<file path="config.mk">
export PLATFORM = sky130hd
export DESIGN_NAME = encoder_8x3_handshake_flat
export DESIGN_NICKNAME = d
export VERILOG_FILES = /design/src/rtl/encoder_8x3_handshake_if.sv /design/src/rtl/encoder_8x3_handshake.sv /design/src/flat_wrapper.sv
export SDC_FILE = /design/constraint.sdc
export NUM_CORES = 1
export LEC_CHECK = 0
export ABC_AREA = 1
export CAP_MARGIN = 40
export CORE_AREA = 2 2 39 41
export CTS_CLUSTER_SIZE = 40
export DETAILED_ROUTE_END_ITERATION = 7
export DIE_AREA = 0 0 41 43
export DONT_BUFFER_PORTS = 1
export PLACE_DENSITY_LB_ADDON = 0.25
export SYNTH_ARGS = -nofsm -noshare
export SYNTH_HDL_FRONTEND = slang
export SYNTH_SLANG_ARGS = --single-unit
</file>
<file path="constraint.sdc">
create_clock -name clk -period 1.6 [get_ports clk]
set_input_delay 0.4 -clock clk [delete_from_list [all_inputs] [get_ports clk]]
set_output_delay 0.4 -clock clk [all_outputs]
set_load 0.05 [all_outputs]
</file>
<file path="src/rtl/encoder_8x3_handshake_if.sv">
// Bus between request sources / consumer and the 8-to-3 handshake encoder.
// The encoder takes the slave view; the driving side takes the master view.
interface encoder_8x3_handshake_if;
    logic [7:0] D;
    logic       ack;
    logic [2:0] A;
    logic       valid;
    logic [7:0] pending;
    logic       drop;

    modport master (
        output D,
        output ack,
        input  A,
        input  valid,
        input  pending,
        input  drop
    );

    modport slave (
        input  D,
        input  ack,
        output A,
        output valid,
        output pending,
        output drop
    );
endinterface

</file>
<file path="src/rtl/encoder_8x3_handshake.sv">
// Registered 8-to-3 priority encoder: sticky request latching, grant held
// until acknowledged, then the granted line is retired.
module encoder_8x3_handshake #(
    parameter bit PRIORITY_HIGH = 1'b1
) (
    input  logic                          clk,
    input  logic                          rst,
    encoder_8x3_handshake_if.slave        bus
);

    typedef enum logic {
        IDLE = 1'b0,
        HOLD = 1'b1
    } state_t;

    state_t      state_reg;
    logic [7:0]  pending_reg;
    logic [2:0]  a_reg;
    logic        valid_reg;
    logic        drop_reg;

    logic        retire;
    logic [7:0]  clr;
    logic [7:0]  pending_next;
    logic        drop_next;
    logic [2:0]  prio_idx;

    // Only a live grant can be retired; ack while idle is ignored.
    assign retire = (state_reg == HOLD) && bus.ack;

    for (genvar gi = 0; gi < 8; gi++) begin : g_clr
        assign clr[gi] = retire && (a_reg == 3'(gi));
    end

    // A new strobe on the retiring line wins over the clear.
    assign pending_next = (pending_reg & ~clr) | bus.D;
    assign drop_next    = |(bus.D & pending_reg & ~clr);

    always_comb begin
        prio_idx = 3'd0;
        if (PRIORITY_HIGH) begin
            for (int i = 0; i < 8; i++) begin
                if (pending_reg[i]) begin
                    prio_idx = i[2:0];
                end
            end
        end else begin
            for (int i = 7; i >= 0; i--) begin
                if (pending_reg[i]) begin
                    prio_idx = i[2:0];
                end
            end
        end
    end

    always_ff @(posedge clk) begin
        if (rst) begin
            state_reg   <= IDLE;
            pending_reg <= 8'h00;
            a_reg       <= 3'b000;
            valid_reg   <= 1'b0;
            drop_reg    <= 1'b0;
        end else begin
            pending_reg <= pending_next;
            drop_reg    <= drop_next;
            case (state_reg)
                IDLE: begin
                    // Grant from the registered pending set, not this cycle's D.
                    if (|pending_reg) begin
                        a_reg     <= prio_idx;
                        valid_reg <= 1'b1;
                        state_reg <= HOLD;
                    end
                end
                HOLD: begin
                    if (bus.ack) begin
                        valid_reg <= 1'b0;
                        state_reg <= IDLE;
                    end
                end
                default: begin
                    valid_reg <= 1'b0;
                    state_reg <= IDLE;
                end
            endcase
        end
    end

    assign bus.A       = a_reg;
    assign bus.valid   = valid_reg;
    assign bus.pending = pending_reg;
    assign bus.drop    = drop_reg;

endmodule

</file>
<file path="src/flat_wrapper.sv">
// flat-port wrapper written by rule: the top's interface ports become plain ports
module encoder_8x3_handshake_flat 
#(
    parameter bit PRIORITY_HIGH = 1'b1
)
  (clk, rst, bus_D, bus_ack, bus_A, bus_valid, bus_pending, bus_drop);
  encoder_8x3_handshake_if bus_i ();
  input  logic clk;
  input  logic rst;
  input wire logic [$bits(bus_i.D)-1:0] bus_D;
  input wire logic [$bits(bus_i.ack)-1:0] bus_ack;
  output wire logic [$bits(bus_i.A)-1:0] bus_A;
  output wire logic [$bits(bus_i.valid)-1:0] bus_valid;
  output wire logic [$bits(bus_i.pending)-1:0] bus_pending;
  output wire logic [$bits(bus_i.drop)-1:0] bus_drop;
  assign bus_i.D = bus_D;
  assign bus_i.ack = bus_ack;
  assign bus_A = bus_i.A;
  assign bus_valid = bus_i.valid;
  assign bus_pending = bus_i.pending;
  assign bus_drop = bus_i.drop;
  encoder_8x3_handshake #(.PRIORITY_HIGH(PRIORITY_HIGH)) u_core (.clk(clk), .rst(rst), .bus(bus_i));
endmodule
</file>
==> impl_metrics.env, run 1 <==
export IMPL_fmax_mhz=740
export IMPL_yosysSeqAreaShare_pct=37.3
export IMPL_netlist_top_cells_area="dfxtp_1 (37%), nand2_1 (20%), inv_1 (10%), nor2_1 (10%), a21oi_1 (8.7%)"
export IMPL_cts_path_max_buffers=2
export IMPL_critPathTopFamily="flip-flops"
export IMPL_synth_common_cells="nand2_1 (41), inv_1 (20), nor2_1 (20)"
export IMPL_fp_dieArea_sq_um=1760
export IMPL_nNetsFinal=150
export IMPL_cp_required_ps=1200
export IMPL_leakagePower_nw=0.496
export IMPL_synthMuxAreaShare_pct=0
export IMPL_antenna_found_initial=0
export IMPL_drive_above_1_share_pct=17.4
export IMPL_netlist_area_sq_um=752
export IMPL_critPathBufInv=1
export IMPL_diodes=0
export IMPL_power_frac_clock_pct=27.8
export IMPL_track_usage_pct=21.4
export IMPL_power_density_nw_per_um2=1040
export IMPL_holdWs_ps=169
export IMPL_async_reset_ff_share_pct=0
export IMPL_portBuffers=0
export IMPL_gr_total_overflow=0
export IMPL_yosys_area_share_adder_pct=0
export IMPL_drv_slew=0
export IMPL_synth_top_area_share_pct=37.3
export IMPL_irDropWorstVdd_mv=0.568
export IMPL_arrival_ps=950
export IMPL_syn_avg_cell_area_sq_um=6.06
export IMPL_num_io_pins=24
export IMPL_drc=0
export IMPL_clk_latency_ps=290
export IMPL_postCtsHoldBufs=0
export IMPL_routabilityCongestion=0.839
export IMPL_coreArea_sq_um=1380
export IMPL_wirelength_um=1560
export IMPL_p_seq_share_pct=45.8
export IMPL_cts_resized=0
export IMPL_fin_crit_ps=1350
export IMPL_tightest_slew_ps=512
export IMPL_rows=14
export IMPL_drv_cap=0
export IMPL_slowest_delay_ps=430
export IMPL_grt_max_degree=12
export IMPL_cts_tree="yes"
export IMPL_ant_nets=0
export IMPL_clk_pin_slew_ps=90
export IMPL_drt_iter0_drc=19
export IMPL_yosysWarningCount=0
export IMPL_netlist_cell_type_count=16
export IMPL_synthCells=124
export IMPL_largest_reg_flops=8
export IMPL_cp_cell_sequence="buf_4"
export IMPL_hold_violations=0
export IMPL_vias_per_cell=4.79
export IMPL_clockRootBuffer="clkbuf_4"
export IMPL_clock_sinks=14
export IMPL_post_cts_buffers=0
export IMPL_synth_top_family_by_area="simple AND/OR/NAND/NOR gates"
export IMPL_initial_core_util_pct=54.3
export IMPL_die_x_um=41
export IMPL_p_sw_w=0.000332
export IMPL_setup_viol=0
export IMPL_combinationalPowerShare_pct=26.3
export IMPL_hold_class="in2reg"
export IMPL_area_delta_synth_final_pct=18.0
export IMPL_place_hpwl_um=1260
export IMPL_skew_ps=7.17
export IMPL_grt_pass1_wl_um=2570
export IMPL_grt_pass1_vias=640
export IMPL_numCtsBuffers=3
export IMPL_wl_per_cell_um=10.1
export IMPL_synthFlopType="dfxtp_1"
export IMPL_p_int_w=0.000592
export IMPL_status="completed"
export IMPL_synth_edf_count=0
export IMPL_switching_share_pct=36.0
export IMPL_slowest_stage="dfxtp_1"
export IMPL_rsz0062_at_grt="false"
export IMPL_path_max_fanout=6
export IMPL_synth_compound_area_share_pct=10.3
export IMPL_cts_htree_levels=1
export IMPL_synth_seq_cells=14
export IMPL_worstSetupEndpointType="output pin"
export IMPL_criticalPathCategory="reg2out"
export IMPL_synth_nets=135
export IMPL_yosys_area_share_simple_pct=40.4
export IMPL_firstDrtPassIters=4
export IMPL_die_y_um=43
export IMPL_synth_xor_area_share_pct=0
export IMPL_dr_total_vias=738
export IMPL_yosysMostFrequentCell="nand2_1"
export IMPL_cp_start_kind="register"
export IMPL_fin_tns_setup_ps=0
export IMPL_max_slew_margin_pct=65.8
export IMPL_period_share_pct=84.5
export IMPL_synth_largest_area_cell="dfxtp_1"
final cells by class:
| class | count | area [sq um] |
|---|---|---|
| well taps | 16 | 20.0 |
| multi-input cells | 86 | 382 |
| inverters | 23 | 86.3 |
| repair buffers | 11 | 82.6 |
| clock buffers | 4 | 36.3 |
| flip-flops and latches | 14 | 280 |
| fillers | 140 | 497 |
stage by stage:
| stage | instances | area, sq um | worst slack, ps | total power (W) | utilization (%) |
|---|---|---|---|---|---|
| floorplan | 124 | 752 | 221 | 0.000618 | - |
| global placement | 150 | 851 | 461 | 0.000672 | 61.5 |
| detailed placement | 150 | 851 | 463 | 0.000675 | 61.5 |
| CTS | 154 | 887 | 242 | 0.000930 | 64.1 |
| global route | 154 | 887 | 183 | 0.000972 | 64.1 |
| finish | 154 | 887 | 248 | 0.000924 | 64.1 |
placed cells by master (no fill, tap or decap), drive strengths merged:
master | netlist | layout
nand2 | 42 | 42
nor2 | 24 | 24
inv | 23 | 23
dfxtp | 14 | 14
a21oi | 13 | 13
buf | 0 | 11
clkbuf | 1 | 4
nand3 | 3 | 3
o21ai | 1 | 1
nand3b | 1 | 1
nand4 | 1 | 1
o21bai | 1 | 1
final timing paths:
check,depth (start not counted),start,slack [ps],endpoint
hold reg to reg,2,u_core.bus.pending[6],510,u_core.bus.pending[6]
setup reg to reg,7,u_core.bus.A[0],450,u_core.bus.drop
setup / recovery,1,u_core.bus.A[1],250,bus_A[1]
hold / removal,1,rst,170,u_core.bus.drop
kinds of logic (layout without fill, tap and decap cells):
family | after synthesis | in the layout
AO/OA/AOI/OAI | 15 | 15
buffers and inverters | 24 | 38
flip-flops | 14 | 14
AND/OR/NAND/NOR | 71 | 71
metal layers:
metal	global-route usage [%]	up-vias	part of all wire [%]
li1	-	400	-
met1	26.2	312	45
met2	33.4	21	47
met3	5.24	5	6.0
met4	10.0	0	2.2
met5	0	-	0
power groups by stage:
stage | combinational [W] | clock [W] | sequential (W)
6_report | 0.000244 | 0.000257 | 0.000424
5_1_grt | 0.000269 | 0.000275 | 0.000428
4_1_cts | 0.000244 | 0.000262 | 0.000424
2_1_floorplan | 0.000106 | 0 | 0.000512
3_3_place_gp | 0.000242 | 0 | 0.000430
3_5_place_dp | 0.000243 | 0 | 0.000432
Power figures use the tool's default switching activity.
==> inputs of run 2 (changes only) <==
CORE_AREA = unset   (was 2 2 39 41)
CORE_UTILIZATION = 53   (was unset)
DIE_AREA = unset   (was 0 0 41 43)
clock period = 1.1 ns   (was 1.6 ns; I/O delays follow)
==> impl_metrics.env, run 2 (synthesized netlist as in run 1, its figures left out) <==
export IMPL_firstDrtPassIters=4
export IMPL_setup_viol=6
export IMPL_period_share_pct=101
export IMPL_worstSetupEndpointType="register"
export IMPL_slowest_stage="dfxtp_4"
export IMPL_track_usage_pct=23.6
export IMPL_area_delta_synth_final_pct=39.1
export IMPL_irDropWorstVdd_mv=0.898
export IMPL_grt_max_degree=12
export IMPL_rsz0062_at_grt="true"
export IMPL_clk_latency_ps=280
export IMPL_crit_top_cell="nand2_1"
export IMPL_cp_cell_sequence="nand2_4, nor2_4, nand2_1, nand2_1, nand2_1, nor2_1, a21oi_1"
export IMPL_drive_above_1_share_pct=34.3
export IMPL_arrival_ps=1290
export IMPL_skew_ps=6.84
export IMPL_fmax_mhz=903
export IMPL_critPathTopFamily="simple AND/OR/NAND/NOR gates"
export IMPL_drt_iter0_drc=38
export IMPL_hold_class="in2reg"
export IMPL_antenna_found_initial=0
export IMPL_clockRootBuffer="clkbuf_4"
export IMPL_ant_nets=0
export IMPL_critPathBufInv=0
export IMPL_timing_final_ws_setup_ps=-7.51
export IMPL_nNetsFinal=153
export IMPL_criticalPathCategory="reg2reg"
export IMPL_fin_crit_ps=1110
export IMPL_p_total_w=0.00136
export IMPL_cp_start_kind="register"
export IMPL_clk_pin_slew_ps=80
export IMPL_grt_pass1_vias=611
export IMPL_slowest_delay_ps=380
export IMPL_wl_per_cell_um=12.8
export IMPL_largest_reg_flops=8
export IMPL_max_slew_margin_pct=88.3
export IMPL_coreArea_sq_um=1320
export IMPL_wirelength_um=1990
export IMPL_portBuffers=0
export IMPL_drv_slew=0
export IMPL_fillCellCount=89
export IMPL_clock_sinks=14
export IMPL_path_max_fanout=4
export IMPL_die_y_um=39.7
export IMPL_routabilityCongestion=0.851
export IMPL_diodes=0
export IMPL_cts_htree_levels=1
export IMPL_cts_tree="yes"
export IMPL_drc=0
export IMPL_tightest_slew_ps=176
export IMPL_layout_commonest_cell="nand2_1"
export IMPL_leakagePower_nw=0.537
export IMPL_grt_pass1_wl_um=2420
export IMPL_initial_core_util_pct=57.1
export IMPL_die_x_um=39.7
export IMPL_status="finished, violations left"
export IMPL_hold_violations=0
export IMPL_drv_cap=0
export IMPL_num_io_pins=24
export IMPL_violations="negative setup slack"
export IMPL_layout_common_cells="nand2_1 (38), nor2_1 (17), inv_1 (16)"
export IMPL_fp_dieArea_sq_um=1570
export IMPL_cp_required_ps=1280
export IMPL_cts_path_max_buffers=2
export IMPL_power_density_nw_per_um2=1300
export IMPL_numCtsBuffers=3
export IMPL_dr_total_vias=832
export IMPL_vias_per_cell=5.37
export IMPL_gr_total_overflow=0
export IMPL_pre_cts_slack_ps=8.35
export IMPL_postCtsHoldBufs=0
export IMPL_place_hpwl_um=1270
export IMPL_rows=13
==> run 2: changes by cell type in the layout (fill, tap and decap cells not counted), sizes merged <==
cell / previous run / this run
buf: 11 / 14
clkbuf: 4 / 3
==> run 2: power breakdown <==
part	switching (W)	leakage (nW)	internal [W]
Sequential	0.0000668	0.123	0.000550
Clock	0.000164	0.0138	0.000127
Combinational	0.000284	0.400	0.000171
==> run 2: repair_timing <==
action                     4_1_cts  5_1_grt
setup endpoints to repair       10       15
pin swaps                        0        7
setup buffers                    0        1
resized for setup               12       23
==> run 2: through the flow <==
stage / hold WS, ps / setup TNS, ps / utilization [%] / cell area, sq um / cells
2_1_floorplan: 391 / 0 / - / 786 / 124
3_3_place_gp: 336 / 0 / 69.1 / 911 / 151
3_5_place_dp: 338 / 0 / 69.1 / 911 / 151
4_1_cts: 40.8 / -5.54 / 74.1 / 976 / 154
5_1_grt: 28.7 / -273 / 79.4 / 1050 / 155
6_report: 38.7 / -28.5 / 79.4 / 1050 / 155
==> run 2: final timing paths <==
check | slack (ps) | end | cells past startpoint | from
worst max-delay path | -8 | u_core.bus.drop | 7 | u_core.state_reg
worst min-delay path | 40 | u_core.bus.pending[6] | 1 | rst
worst max register to register | -8 | u_core.bus.drop | 7 | u_core.state_reg
worst min register to register | 480 | u_core.bus.valid | 2 | u_core.bus.valid
==> run 2: area by class of cell <==
cell class	instances	area, sq um	area share [%]
Multi-Input combinational cell	86	412	39.4
Timing Repair Buffer	14	181	17.3
Sequential cell	14	323	30.9
Tap cell	15	18.8	1.79
Inverter	23	88.8	8.49
Clock buffer	3	22.5	2.15
==> run 2: per-layer routing <==
metal	vias up	global-route usage, %	wire length (um)
met4	0	12.9	42
met1	377	28.3	788
met2	40	38.9	1020
met3	6	4.55	139
li1	409	-	-
met5	-	0	0
==> run 2: worst register-to-register path, delay by kind of cell, from the launching register on <==
family	cells	cell delay (ps)
compound gates	1	70
simple gates	6	560
flops	1	380
==> inputs of run 3 (changes only) <==
PLACE_DENSITY = 0.8   (was unset)
PLACE_DENSITY_LB_ADDON = unset   (was 0.25)
==> impl_metrics.env, run 3 (synthesized netlist as in run 1, its figures left out) <==
export IMPL_status="finished, violations left"
export IMPL_violations="negative setup slack"
export IMPL_diodes=0
export IMPL_cts_tree="yes"
export IMPL_antenna_found_initial=0
export IMPL_initial_core_util_pct=57.1
export IMPL_wl_per_cell_um=12.2
export IMPL_clk_pin_slew_ps=80
export IMPL_pre_cts_slack_ps=-16.1
export IMPL_drt_iter0_drc=44
export IMPL_tightest_slew_ps=200
export IMPL_layout_common_cells="nand2_1 (41), inv_1 (18), nor2_1 (17)"
export IMPL_fin_crit_ps=1120
export IMPL_coreArea_sq_um=1320
export IMPL_hold_class="in2reg"
export IMPL_die_x_um=39.7
export IMPL_clockRootBuffer="clkbuf_4"
export IMPL_max_slew_margin_pct=86.6
export IMPL_hold_violations=0
export IMPL_die_y_um=39.7
export IMPL_ant_nets=0
export IMPL_fmax_mhz=895
export IMPL_dr_total_vias=804
export IMPL_largest_reg_flops=8
export IMPL_grt_pass1_vias=705
export IMPL_multi_input_area_sq_um=399
export IMPL_routabilityCongestion=0.808
export IMPL_drive_above_1_share_pct=32.4
export IMPL_cp_start_kind="register"
export IMPL_dpl_instance_area_sq_um=911
export IMPL_drv_slew=0
export IMPL_power_density_nw_per_um2=1300
export IMPL_drc=0
export IMPL_clock_sinks=14
export IMPL_portBuffers=0
export IMPL_period_share_pct=102
export IMPL_drv_cap=0
export IMPL_cts_path_max_buffers=2
export IMPL_worstSetupEndpointType="output pin"
export IMPL_area_delta_synth_final_pct=38.1
export IMPL_rows=13
export IMPL_rsz0062_at_grt="true"
export IMPL_clk_latency_ps=280
export IMPL_fillCellCount=96
export IMPL_finish_utilization_pct=78.8
export IMPL_grt_max_degree=12
export IMPL_cp_cell_sequence="buf_8"
export IMPL_nNetsFinal=155
export IMPL_critPathBufInv=1
export IMPL_cts_htree_levels=1
export IMPL_fp_dieArea_sq_um=1570
export IMPL_regArea_sq_um=319
export IMPL_p_total_w=0.00135
export IMPL_timing_final_ws_setup_ps=-17.0
export IMPL_layout_commonest_cell="nand2_1"
export IMPL_slowest_delay_ps=390
export IMPL_numCtsBuffers=3
export IMPL_cp_required_ps=820
export IMPL_num_io_pins=24
export IMPL_leakagePower_nw=0.545
export IMPL_setup_viol=3
export IMPL_vias_per_cell=5.12
export IMPL_gr_total_overflow=0
export IMPL_wirelength_um=1920
export IMPL_skew_ps=6.15
export IMPL_critPathTopFamily="flip-flops"
export IMPL_path_max_fanout=4
export IMPL_slowest_stage="dfxtp_2"
export IMPL_arrival_ps=840
export IMPL_place_hpwl_um=1330
export IMPL_firstDrtPassIters=4
export IMPL_fin_area_sq_um=1040
export IMPL_irDropWorstVdd_mv=1.12
export IMPL_criticalPathCategory="reg2out"
export IMPL_track_usage_pct=28.0
export IMPL_grt_pass1_wl_um=2840
==> run 3: area by class of cell <==
class	count	area share, %
multi-input combinational	86	38.4
sequential	14	30.7
timing repair buffer	16	18.6
inverter	23	8.31
clock buffer	3	2.17
tap	15	1.81
==> run 3: routing by layer <==
metal / up-vias / global-route usage (%) / wire (um)
met4: 0 / 20.7 / 87
met1: 347 / 30.4 / 781
met5: - / 0 / 0
met3: 12 / 6.25 / 106
li1: 411 / - / -
met2: 34 / 46.7 / 947
==> run 3: what timing repair did <==
action	4_1_cts	5_1_grt
setup buffers	0	3
pin swaps	0	6
endpoints found under the setup margin	11	13
hold buffers	0	0
cloned	0	0
gates resized for setup	14	12
==> run 3: report_power, final <==
group	internal, W	switching, W
Sequential	0.000553	0.0000618
Clock	0.000127	0.000155
Combinational	0.000171	0.000283
==> run 3: path summary, 6_finish.rpt <==
path,from,endpoint,slack (ps),cells past startpoint
worst max register to register,u_core.state_reg,u_core.bus.drop,0,7
worst min-delay path,rst,u_core.bus.pending[6],50,1
worst min register to register,u_core.bus.valid,u_core.bus.valid,490,2
worst max-delay path,u_core.bus.pending[4],bus_pending[4],-20,1
==> run 3: per-stage QoR <==
stage	instances	setup TNS [ps]	hold WS [ps]
CTS	154	-10.2	39.8
global placement	151	0	336
floorplan	124	0	391
detailed placement	151	-16.1	338
global route	157	-262	36.4
finish	157	-19.1	45.9
==> run 3: worst register-to-register path, delay by kind of cell (launching register included) <==
kind,cells,cell delay (ps)
simple gates,6,540
compound gates,1,80
flops,1,380
